$ cat src/rtl/if_fetch_pkg.sv
// Shared definitions for the instruction-fetch stage: bus widths, reset PC, NOP
// encoding and the fetch-buffer entry layout.
package if_fetch_pkg;

  localparam int unsigned XLEN = 64;
  localparam int unsigned ILEN = 32;
  localparam int unsigned ENTRY_W = XLEN + ILEN;

  localparam logic [XLEN-1:0] RESET_PC_DEFAULT = 64'h0000_0000_8000_0000;
  localparam logic [ILEN-1:0] NOP_INST = 32'h0000_0013;
  localparam logic [XLEN-1:0] PC_STEP = 64'h0000_0000_0000_0004;

  // One buffered fetch result: PC in the upper bits, instruction in the lower.
  typedef struct packed {
    logic [XLEN-1:0] pc;
    logic [ILEN-1:0] inst;
  } fetch_entry_t;

endpackage

$ cat src/rtl/if_fetch_fifo.sv
// Small in-order buffer for fetched {pc, inst} pairs. Flush empties it in one
// cycle; a push into a full buffer is accepted only together with a pop.
module if_fetch_fifo #(
  parameter int unsigned WIDTH = 96,
  parameter int unsigned DEPTH = 2
) (
  input  logic                      clk,
  input  logic                      rst,
  input  logic                      flush_i,
  input  logic                      push_i,
  input  logic [WIDTH-1:0]          data_i,
  input  logic                      pop_i,
  output logic [WIDTH-1:0]          data_o,
  output logic [$clog2(DEPTH):0]    count_o,
  output logic                      full_o,
  output logic                      empty_o
);

  localparam int unsigned AW = $clog2(DEPTH);
  localparam int unsigned CW = AW + 1;
  localparam logic [AW-1:0] PTR_ONE = AW'(1'b1);
  localparam logic [CW-1:0] CNT_ONE = CW'(1'b1);
  localparam logic [CW-1:0] CNT_FULL = CW'(DEPTH);

  logic [WIDTH-1:0] mem_q [DEPTH];
  logic [AW-1:0]    rd_q, rd_d, wr_q, wr_d;
  logic [CW-1:0]    cnt_q, cnt_d;
  logic             push_ok_s, pop_ok_s;

  assign empty_o   = (cnt_q == {CW{1'b0}});
  assign full_o    = (cnt_q == CNT_FULL);
  assign count_o   = cnt_q;
  assign data_o    = mem_q[rd_q];
  assign pop_ok_s  = pop_i && !empty_o;
  assign push_ok_s = push_i && (!full_o || pop_ok_s);

  // Pointer and occupancy next-state; flush discards everything.
  always_comb begin
    rd_d  = rd_q;
    wr_d  = wr_q;
    cnt_d = cnt_q;
    if (flush_i) begin
      rd_d  = {AW{1'b0}};
      wr_d  = {AW{1'b0}};
      cnt_d = {CW{1'b0}};
    end else begin
      if (push_ok_s) begin
        wr_d = wr_q + PTR_ONE;
      end else begin
        wr_d = wr_q;
      end
      if (pop_ok_s) begin
        rd_d = rd_q + PTR_ONE;
      end else begin
        rd_d = rd_q;
      end
      case ({push_ok_s, pop_ok_s})
        2'b10:   cnt_d = cnt_q + CNT_ONE;
        2'b01:   cnt_d = cnt_q - CNT_ONE;
        default: cnt_d = cnt_q;
      endcase
    end
  end

  // Pointer and occupancy registers.
  always_ff @(posedge clk) begin
    if (rst) begin
      rd_q  <= {AW{1'b0}};
      wr_q  <= {AW{1'b0}};
      cnt_q <= {CW{1'b0}};
    end else begin
      rd_q  <= rd_d;
      wr_q  <= wr_d;
      cnt_q <= cnt_d;
    end
  end

  // Entry storage; contents are only meaningful while counted as occupied.
  always_ff @(posedge clk) begin
    if (push_ok_s && !flush_i) begin
      mem_q[wr_q] <= data_i;
    end
  end

endmodule

$ cat src/rtl/if_fetch.sv
// Instruction-fetch stage: sequential PC generation, credit-limited icache
// requests, in-order response buffering and redirect handling with stale
// response discard.
module if_fetch
  import if_fetch_pkg::*;
#(
  parameter logic [63:0] RESET_PC = RESET_PC_DEFAULT,
  parameter int unsigned DEPTH    = 2
) (
  input  logic        clk,
  input  logic        rst,
  output logic        icache_req_valid_o,
  input  logic        icache_req_ready_i,
  output logic [63:0] icache_addr_o,
  input  logic        icache_resp_valid_i,
  input  logic [31:0] icache_inst_i,
  input  logic        redirect_valid_i,
  input  logic [63:0] redirect_pc_i,
  input  logic        id_stall_i,
  output logic        inst_valid_o,
  output logic [31:0] inst_o,
  output logic [63:0] pc_o
);

  localparam int unsigned CW = $clog2(DEPTH) + 1;
  localparam logic [CW-1:0] CNT_ONE = CW'(1'b1);
  localparam logic [CW:0]   DEPTH_L = (CW+1)'(DEPTH);

  logic [63:0]   fetch_pc_q, fetch_pc_d;
  logic [63:0]   resp_pc_q, resp_pc_d;
  logic [CW-1:0] outst_q, outst_d;
  logic [CW-1:0] drop_q, drop_d;

  logic [CW-1:0] fifo_count_s;
  logic          fifo_full_s, fifo_empty_s;
  fetch_entry_t  head_s, push_entry_s;
  logic [CW:0]   credit_used_s;
  logic          req_valid_s, req_fire_s, resp_drop_s, push_s, pop_s;

  // Requests in flight plus buffered entries may never exceed the buffer
  // size, so every response is guaranteed a slot.
  assign credit_used_s = {1'b0, outst_q} + {1'b0, fifo_count_s};
  assign req_valid_s   = !rst && (credit_used_s < DEPTH_L);
  assign req_fire_s    = req_valid_s && icache_req_ready_i;
  assign resp_drop_s   = icache_resp_valid_i && (drop_q != {CW{1'b0}});
  assign push_s        = icache_resp_valid_i && !resp_drop_s && !redirect_valid_i
                         && (!fifo_full_s || pop_s);
  assign pop_s         = inst_valid_o && !id_stall_i && !redirect_valid_i;
  assign push_entry_s  = '{pc: resp_pc_q, inst: icache_inst_i};

  assign icache_req_valid_o = req_valid_s;
  assign icache_addr_o      = rst ? 64'h0000_0000_0000_0000 : fetch_pc_q;
  assign inst_valid_o       = !rst && !fifo_empty_s;
  assign inst_o             = inst_valid_o ? head_s.inst : NOP_INST;
  assign pc_o               = inst_valid_o ? head_s.pc : 64'h0000_0000_0000_0000;

  // Next-state for PCs and counters; a redirect overrides normal sequencing
  // and turns every request still owed a response into a stale one.
  always_comb begin
    fetch_pc_d = fetch_pc_q;
    resp_pc_d  = resp_pc_q;
    outst_d    = outst_q;
    drop_d     = drop_q;

    if (req_fire_s && !icache_resp_valid_i) begin
      outst_d = outst_q + CNT_ONE;
    end else if (!req_fire_s && icache_resp_valid_i) begin
      outst_d = outst_q - CNT_ONE;
    end else begin
      outst_d = outst_q;
    end

    if (redirect_valid_i) begin
      fetch_pc_d = redirect_pc_i;
      resp_pc_d  = redirect_pc_i;
      drop_d     = outst_d;
    end else begin
      if (req_fire_s) begin
        fetch_pc_d = fetch_pc_q + PC_STEP;
      end else begin
        fetch_pc_d = fetch_pc_q;
      end
      if (push_s) begin
        resp_pc_d = resp_pc_q + PC_STEP;
      end else begin
        resp_pc_d = resp_pc_q;
      end
      if (resp_drop_s) begin
        drop_d = drop_q - CNT_ONE;
      end else begin
        drop_d = drop_q;
      end
    end
  end

  // PC and counter registers.
  always_ff @(posedge clk) begin
    if (rst) begin
      fetch_pc_q <= RESET_PC;
      resp_pc_q  <= RESET_PC;
      outst_q    <= {CW{1'b0}};
      drop_q     <= {CW{1'b0}};
    end else begin
      fetch_pc_q <= fetch_pc_d;
      resp_pc_q  <= resp_pc_d;
      outst_q    <= outst_d;
      drop_q     <= drop_d;
    end
  end

  if_fetch_fifo #(
    .WIDTH (ENTRY_W),
    .DEPTH (DEPTH)
  ) u_fifo (
    .clk     (clk),
    .rst     (rst),
    .flush_i (redirect_valid_i),
    .push_i  (push_s),
    .data_i  (push_entry_s),
    .pop_i   (pop_s),
    .data_o  (head_s),
    .count_o (fifo_count_s),
    .full_o  (fifo_full_s),
    .empty_o (fifo_empty_s)
  );

endmodule

$ cat config.mk
export PLATFORM = sky130hd
export DESIGN_NAME = if_fetch
export DESIGN_NICKNAME = d
export VERILOG_FILES = /design/src/rtl/if_fetch_pkg.sv /design/src/rtl/if_fetch_fifo.sv /design/src/rtl/if_fetch.sv
export SDC_FILE = /design/constraint.sdc
export NUM_CORES = 1
export LEC_CHECK = 0
export CAP_MARGIN = 20
export CORE_MARGIN = 8
export CORE_UTILIZATION = 35
export CTS_BUF_LIST = sky130_fd_sc_hd__clkbuf_16
export DETAILED_ROUTE_END_ITERATION = 16
export PLACE_DENSITY = 0.64
export SLEW_MARGIN = 20
export SYNTH_ARGS = -nofsm -noshare
export SYNTH_HDL_FRONTEND = slang
export SYNTH_SLANG_ARGS = --single-unit
$ cat constraint.sdc
create_clock -name clk -period 9.9 [get_ports clk]
set_input_delay 2.97 -clock clk [delete_from_list [all_inputs] [get_ports clk]]
set_output_delay 2.97 -clock clk [all_outputs]
set_load 0.005 [all_outputs]
==> impl_metrics.ini, run 1 <==
[cells_and_area]
antenna_cells = 0
register_area_sq_mm = 0.00851
nFillCells = 3969
drive_above_1_share_pct = 6.23
syn_to_final_growth_pct = 28.6
layout_common_cells = clkdlybuf4s50_1, edfxtp_1, nor2_1, dfxtp_1, mux2i_1
final_common_cell = clkdlybuf4s50_1
multi_input_area_sq_mm = 0.00614
final_nets = 1720

[worst_setup_path]
worstReg2RegStart = u_fifo.count_o[0]$_SDFFE_PP0P_
critPathLaunch = rst
max_stage_delay_ps = 740
arrival_ps = 5200
slowest_stage = or2_4
crit_chain = buf_4 -> or2_4 -> buf_4 -> nor2_1 -> clkdlybuf4s50_1
r2r_cells = 7
crit_path_max_fanout = 69
cp-end-kind = output pin
worstSetupPathType = input pin to output pin
crit_top_cell = buf_4
critPathRequiredTime_ps = 6930
cp-start-kind = input pin

[routing]
viasPerCell = 4.93
wl_met2_mm = 18.8
drt_iter0_drc = 872
wl_met3_mm = 2.42
wl_per_cell_um = 19.3
maxUsedRoutingLayer = met4
vias = 11000
met1_length_mm = 20.5
firstDrtPassIters = 5
ant_nets = 0
drc = 0
totalWireLength_mm = 42.9

[sta]
fin_worst_skew_ps = 15.6
max_slew_margin_pct = 27.6
finalCriticalPeriod_ps = 8170
period_share_pct = 82.6
finalHoldViolCount = 0
fin_ws_ps = 1730
rsz0062_at_grt = no
worstMarginPinSlew_ps = 1090
setup-violations-final = 0
drv_slew = 0
tns_ps = 0
max_freq_mhz = 122

[global_routing]
grt_overflow = 0
grt_pass1_vias = 10800
grt_max_degree = 85
grt_first_pass_wirelength_mm = 65.2
antenna_found_initial = 0
grt_usage_pct = 16.5

[floorplanning]
ioPinCount = 264
die_w_um = 224
rows = 76
core_area_sq_mm = 0.0429
dieArea_sq_mm = 0.0501
die_h_um = 224
initial_core_util_pct = 35.3

[clock_network]
cts_hold_buf = 0
htree_levels = 2
cts_tree = built
root_buffer = clkbuf_16
ctsResizeCount = 0
clock_latency_ps = 520
max-clock-path-buffers = 3
post_cts_buffers = 0
numCtsBuffers = 37
path_clk_slew_ps = 50
cts.sinks = 329

[power_and_ir_drop]
cellInternalPower_mw = 2.49
combPwrFrac_pct = 9.6
switchingPower_mw = 0.760
leakagePower_nw = 6.28
p_clk_share_pct = 41.0
p_sw_share_pct = 23.4
seqPwrFrac_pct = 49.3
peakVddDrop_mv = 0.0889
power_density_mw_per_mm2 = 167

[synth]
synth_seq_cells = 329
synthCells = 1372
syn_nets = 1479
seq_area_frac_synth_pct = 56.2
async_reset_ff_share_pct = 0
synth_edf_count = 192
syn_avg_cell_area_sq_um = 11.0
synthesis.area_sq_mm = 0.0151
yosys_most_used_dff = edfxtp_1
ys_types = 56
ys_warn_count = 0

[run_status]
status = finished, final reports clean

[placement]
pre_cts_slack_ps = 1600
globalplace.congestion = 0.863
io_buffers = 263
place_hpwl_mm = 30.8

[min_path]
min-delay-start = fetch_pc_q[0]$_SDFFE_PP0P_
holdCritPathClass = flop to flop
whs_path_depth = 2

[job]
max-cap-violations = 0
[cell type report]
class | count | area share (%)
flip-flops and latches | 329 | 43.7
multi-input cells | 918 | 31.5
repair buffers | 272 | 13.8
clock buffers | 37 | 4.76
well taps | 585 | 3.76
clock inverters | 27 | 1.26
inverters | 55 | 1.08
[power by group through the flow]
stage | sequential (mW) | clock (mW) | combinational, mW
4_1_cts | 1.60 | 1.37 | 0.319
5_1_grt | 1.61 | 1.42 | 0.345
6_report | 1.61 | 1.34 | 0.313
3_5_place_dp | 1.63 | 0 | 0.317
3_3_place_gp | 1.63 | 0 | 0.314
2_1_floorplan | 1.61 | 0 | 0.176
[sequential cells by signal, indices dropped and copies added, names as in the netlist, named ones only]
register        flops
u_fifo.mem_q      192
fetch_pc_q         64
resp_pc_q          64
drop_q              2
outst_q             2
u_fifo.count_o      2
u_fifo.rd_q         1
u_fifo.wr_q         1
[metrics by stage]
step	cells	cell area [sq um]	hold WS [ps]	utilization [%]	total power [mW]
floorplan	1372	15100	425	-	1.79
global placement	2159	18300	453	42.6	1.94
detailed placement	2159	18300	465	42.6	1.95
CTS	2223	19500	472	45.4	3.30
global route	2223	19500	491	45.4	3.38
finish	2223	19500	469	45.4	3.25
[worst max-delay path, delay by kind of cell]
kind	cells	cell delay, ps
buffers and inverters	3	1350
and+or+nand+nor	2	810
[synthesized netlist by cell type (all sizes together) (2+ instances only)]
| cell type | count | area [sq um] |
|---|---|---|
| o21bai | 12 | 90.1 |
| dfxtp | 137 | 2740 |
| nand4 | 52 | 374 |
| nor3 | 34 | 216 |
| a311oi | 2 | 17.5 |
| buf | 17 | 92.6 |
| mux2i | 98 | 981 |
| nor2 | 165 | 619 |
| nor3b | 5 | 37.5 |
| o31a | 2 | 17.5 |
| nor4 | 21 | 239 |
| clkbuf | 53 | 199 |
| ha | 4 | 50.1 |
| nand3 | 48 | 250 |
| and2 | 5 | 31.3 |
| and4 | 10 | 87.6 |
| nand2b | 4 | 25.0 |
| nand2 | 63 | 239 |
| edfxtp | 192 | 5770 |
| or2 | 4 | 25.0 |
| a211oi | 13 | 97.6 |
| xnor2 | 83 | 727 |
| o22ai | 7 | 43.8 |
| o21ai | 8 | 40.0 |
| and3 | 12 | 75.1 |
| a21boi | 74 | 567 |
| o21a | 3 | 22.5 |
| a21oi | 73 | 369 |
| inv | 55 | 209 |
| a31oi | 2 | 12.5 |
| xor2 | 42 | 368 |
| nor2b | 59 | 369 |
| or3 | 6 | 42.5 |
[routing by layer]
| layer | GRT usage, % | vias to the layer above |
|---|---|---|
| met5 | 0 | - |
| met4 | 5.20 | 0 |
| met3 | 3.35 | 64 |
| met2 | 25.2 | 298 |
| met1 | 23.3 | 5243 |
| li1 | - | 5360 |
[final timing paths]
kind | slack, ps | to
worst max-delay path | 1730 | pc_o[50]
worst min-delay path | 470 | fetch_pc_q[0]$_SDFFE_PP0P_
worst max register to register | 6460 | fetch_pc_q[43]$_SDFFE_PP0P_
worst min register to register | 470 | fetch_pc_q[0]$_SDFFE_PP0P_
[kinds of logic after synthesis]
family / Yosys count / synth area share (%)
compound gates: 197 / 8.49
mux: 99 / 6.56
fa+ha+maj: 5 / 0.463
flops: 329 / 56.2
buf+inv: 125 / 3.31
simple gates: 492 / 17.7
xor+xnor: 125 / 7.24
Note: power is estimated with default switching activity, not from simulation.
==> inputs of run 2 (changes only) <==
==> constraint.sdc (replaced) <==
create_clock -name clk -period 7.9 [get_ports clk]
set_input_delay 2.37 -clock clk [delete_from_list [all_inputs] [get_ports clk]]
set_output_delay 2.37 -clock clk [all_outputs]
set_load 0.005 [all_outputs]
==> run 2 against run 1 <==
Compared with the run above:
- utilization grew 0.067 points
- worst setup slack lost 390 ps
- clock skew grew 14 ps
- sequential cell count is the same
- non-clock buffer count grew 2
- hold slack lost 5.9 ps
- final cell count grew 0.27%
- largest cell class unchanged
- via count grew 0.76%
- total power grew 25%
==> impl_metrics.ini, run 2 (synthesis results as in run 1) <==
[power_and_ir_drop]
power_density_mw_per_mm2 = 210
leakagePower_nw = 6.30
power_mw = 4.08
peakVddDrop_mv = 0.122

[routing]
ant_nets = 0
wl_per_cell_um = 19.3
vias = 11000
drc = 0
totalWireLength_mm = 43.0
viasPerCell = 4.96
firstDrtPassIters = 5
drt_iter0_drc = 819

[sta]
finalHoldViolCount = 0
finalCriticalPeriod_ps = 6570
period_share_pct = 83.1
worstMarginPinSlew_ps = 1010
fin_worst_skew_ps = 29.4
max_slew_margin_pct = 32.4
setup-violations-final = 0
rsz0062_at_grt = no
max_freq_mhz = 152
tns_ps = 0
drv_slew = 0

[clock_network]
post_cts_buffers = 0
path_clk_slew_ps = 60
cts_tree = built
clock_latency_ps = 550
root_buffer = clkbuf_16
cts_hold_buf = 0
ctsResizeCount = 0
max-clock-path-buffers = 3
numCtsBuffers = 37
htree_levels = 2
cts.sinks = 329

[cells_and_area]
top_register = u_fifo.mem_q
drive_above_1_share_pct = 6.57
largest_reg_flops = 192
top_regs = u_fifo.mem_q: 192 flops, fetch_pc_q: 64 flops, resp_pc_q: 64 flops
syn_to_final_growth_pct = 28.8
layout_common_cells = clkdlybuf4s50_1, edfxtp_1, nor2_1, dfxtp_1, mux2i_1
finish.utilization_pct = 45.4
final_common_cell = clkdlybuf4s50_1
final_nets = 1722
antenna_cells = 0

[placement]
io_buffers = 263
globalplace.congestion = 0.857
place_hpwl_mm = 31.2

[run_status]
status = finished, final reports clean

[worst_setup_path]
critPathLaunch = rst
r2r_end = fetch_pc_q[43]$_SDFFE_PP0P_
critPathRequiredTime_ps = 5530
cp-end-kind = output pin
worstReg2RegStart = u_fifo.count_o[0]$_SDFFE_PP0P_
r2r_setup_slack_ps = 4430
arrival_ps = 4200
worstSetupPathType = input pin to output pin
cp-start-kind = input pin
r2r_cells = 7
crit_path_max_fanout = 94
worstSetupEndpoint = inst_o[1]

[floorplanning]
dieArea_sq_mm = 0.0501
core_area_sq_mm = 0.0429
rows = 76
ioPinCount = 264
die_w_um = 224
die_h_um = 224
initial_core_util_pct = 35.3

[global_routing]
grt_first_pass_wirelength_mm = 65.2
grt_usage_pct = 16.6
grt_max_degree = 98
antenna_found_initial = 0
grt_pass1_vias = 11000
grt_overflow = 0

[min_path]
holdCritPathClass = flop to flop

[job]
max-cap-violations = 0
-- run 2: changes by cell type in the layout (fill, tap and decap cells not counted), sizes merged --
cell	before	now
clkinv	9	13
clkbuf	37	39
buf	11	13
bufinv	5	3
-- run 2: how the worst min path moves through the flow --
stage	start	cells past startpoint	to	slack (ps)
final	fetch_pc_q[0]$_SDFFE_PP0P_	2	fetch_pc_q[0]$_SDFFE_PP0P_	460
after detailed placement	fetch_pc_q[0]$_SDFFE_PP0P_	2	fetch_pc_q[0]$_SDFFE_PP0P_	460
after global routing	fetch_pc_q[0]$_SDFFE_PP0P_	2	fetch_pc_q[0]$_SDFFE_PP0P_	490
after CTS	fetch_pc_q[0]$_SDFFE_PP0P_	2	fetch_pc_q[0]$_SDFFE_PP0P_	460
after floorplan	resp_pc_q[0]$_SDFFE_PP0P_	0	u_fifo.mem_q[0][32]$_DFFE_PP_	430
after global placement	fetch_pc_q[1]$_SDFFE_PP0P_	2	fetch_pc_q[1]$_SDFFE_PP0P_	450
-- run 2: report_power, final --
| part | leakage [nW] | switching, mW | internal [mW] | total, mW |
|---|---|---|---|---|
| combinational | 2.77 | 0.208 | 0.192 | 0.400 |
| sequential | 2.91 | 0.0862 | 1.92 | 2.01 |
| clock | 0.624 | 0.683 | 0.990 | 1.67 |
| total | 6.30 | 0.977 | 3.11 | 4.08 |
-- run 2: worst max-delay path, stage by stage --
cell and delay [ps]:
buf_4 150, or2_4 780, inv_1 220, nand2_1 110, clkdlybuf4s50_1 520
-- run 2: cell type report --
type	count	area [sq um]
clock buffer	39	976
multi-input combinational	918	6140
fill	4026	23400
sequential	329	8510
tap	585	732
inverter	55	210
timing repair buffer	274	2710
clock inverter	29	209
-- run 2: metal layers --
metal / routed length (um) / track usage (%) / part of all wire, %
met1: 20400 / 22.8 / 47
met2: 19000 / 25.9 / 44
met3: 2690 / 4.00 / 6.2
met4: 941 / 4.69 / 2.2
met5: 0 / 0 / 0
-- run 2: metrics by stage --
stage	cells	setup slack, ps	hold WS [ps]	instance area (sq um)
final	2229	1330	463	19500
after global routing	2229	1140	488	19500
after CTS	2229	1280	464	19500
after detailed placement	2161	1310	455	18300
after global placement	2161	1370	450	18300
after floorplan	1372	98.9	425	15100
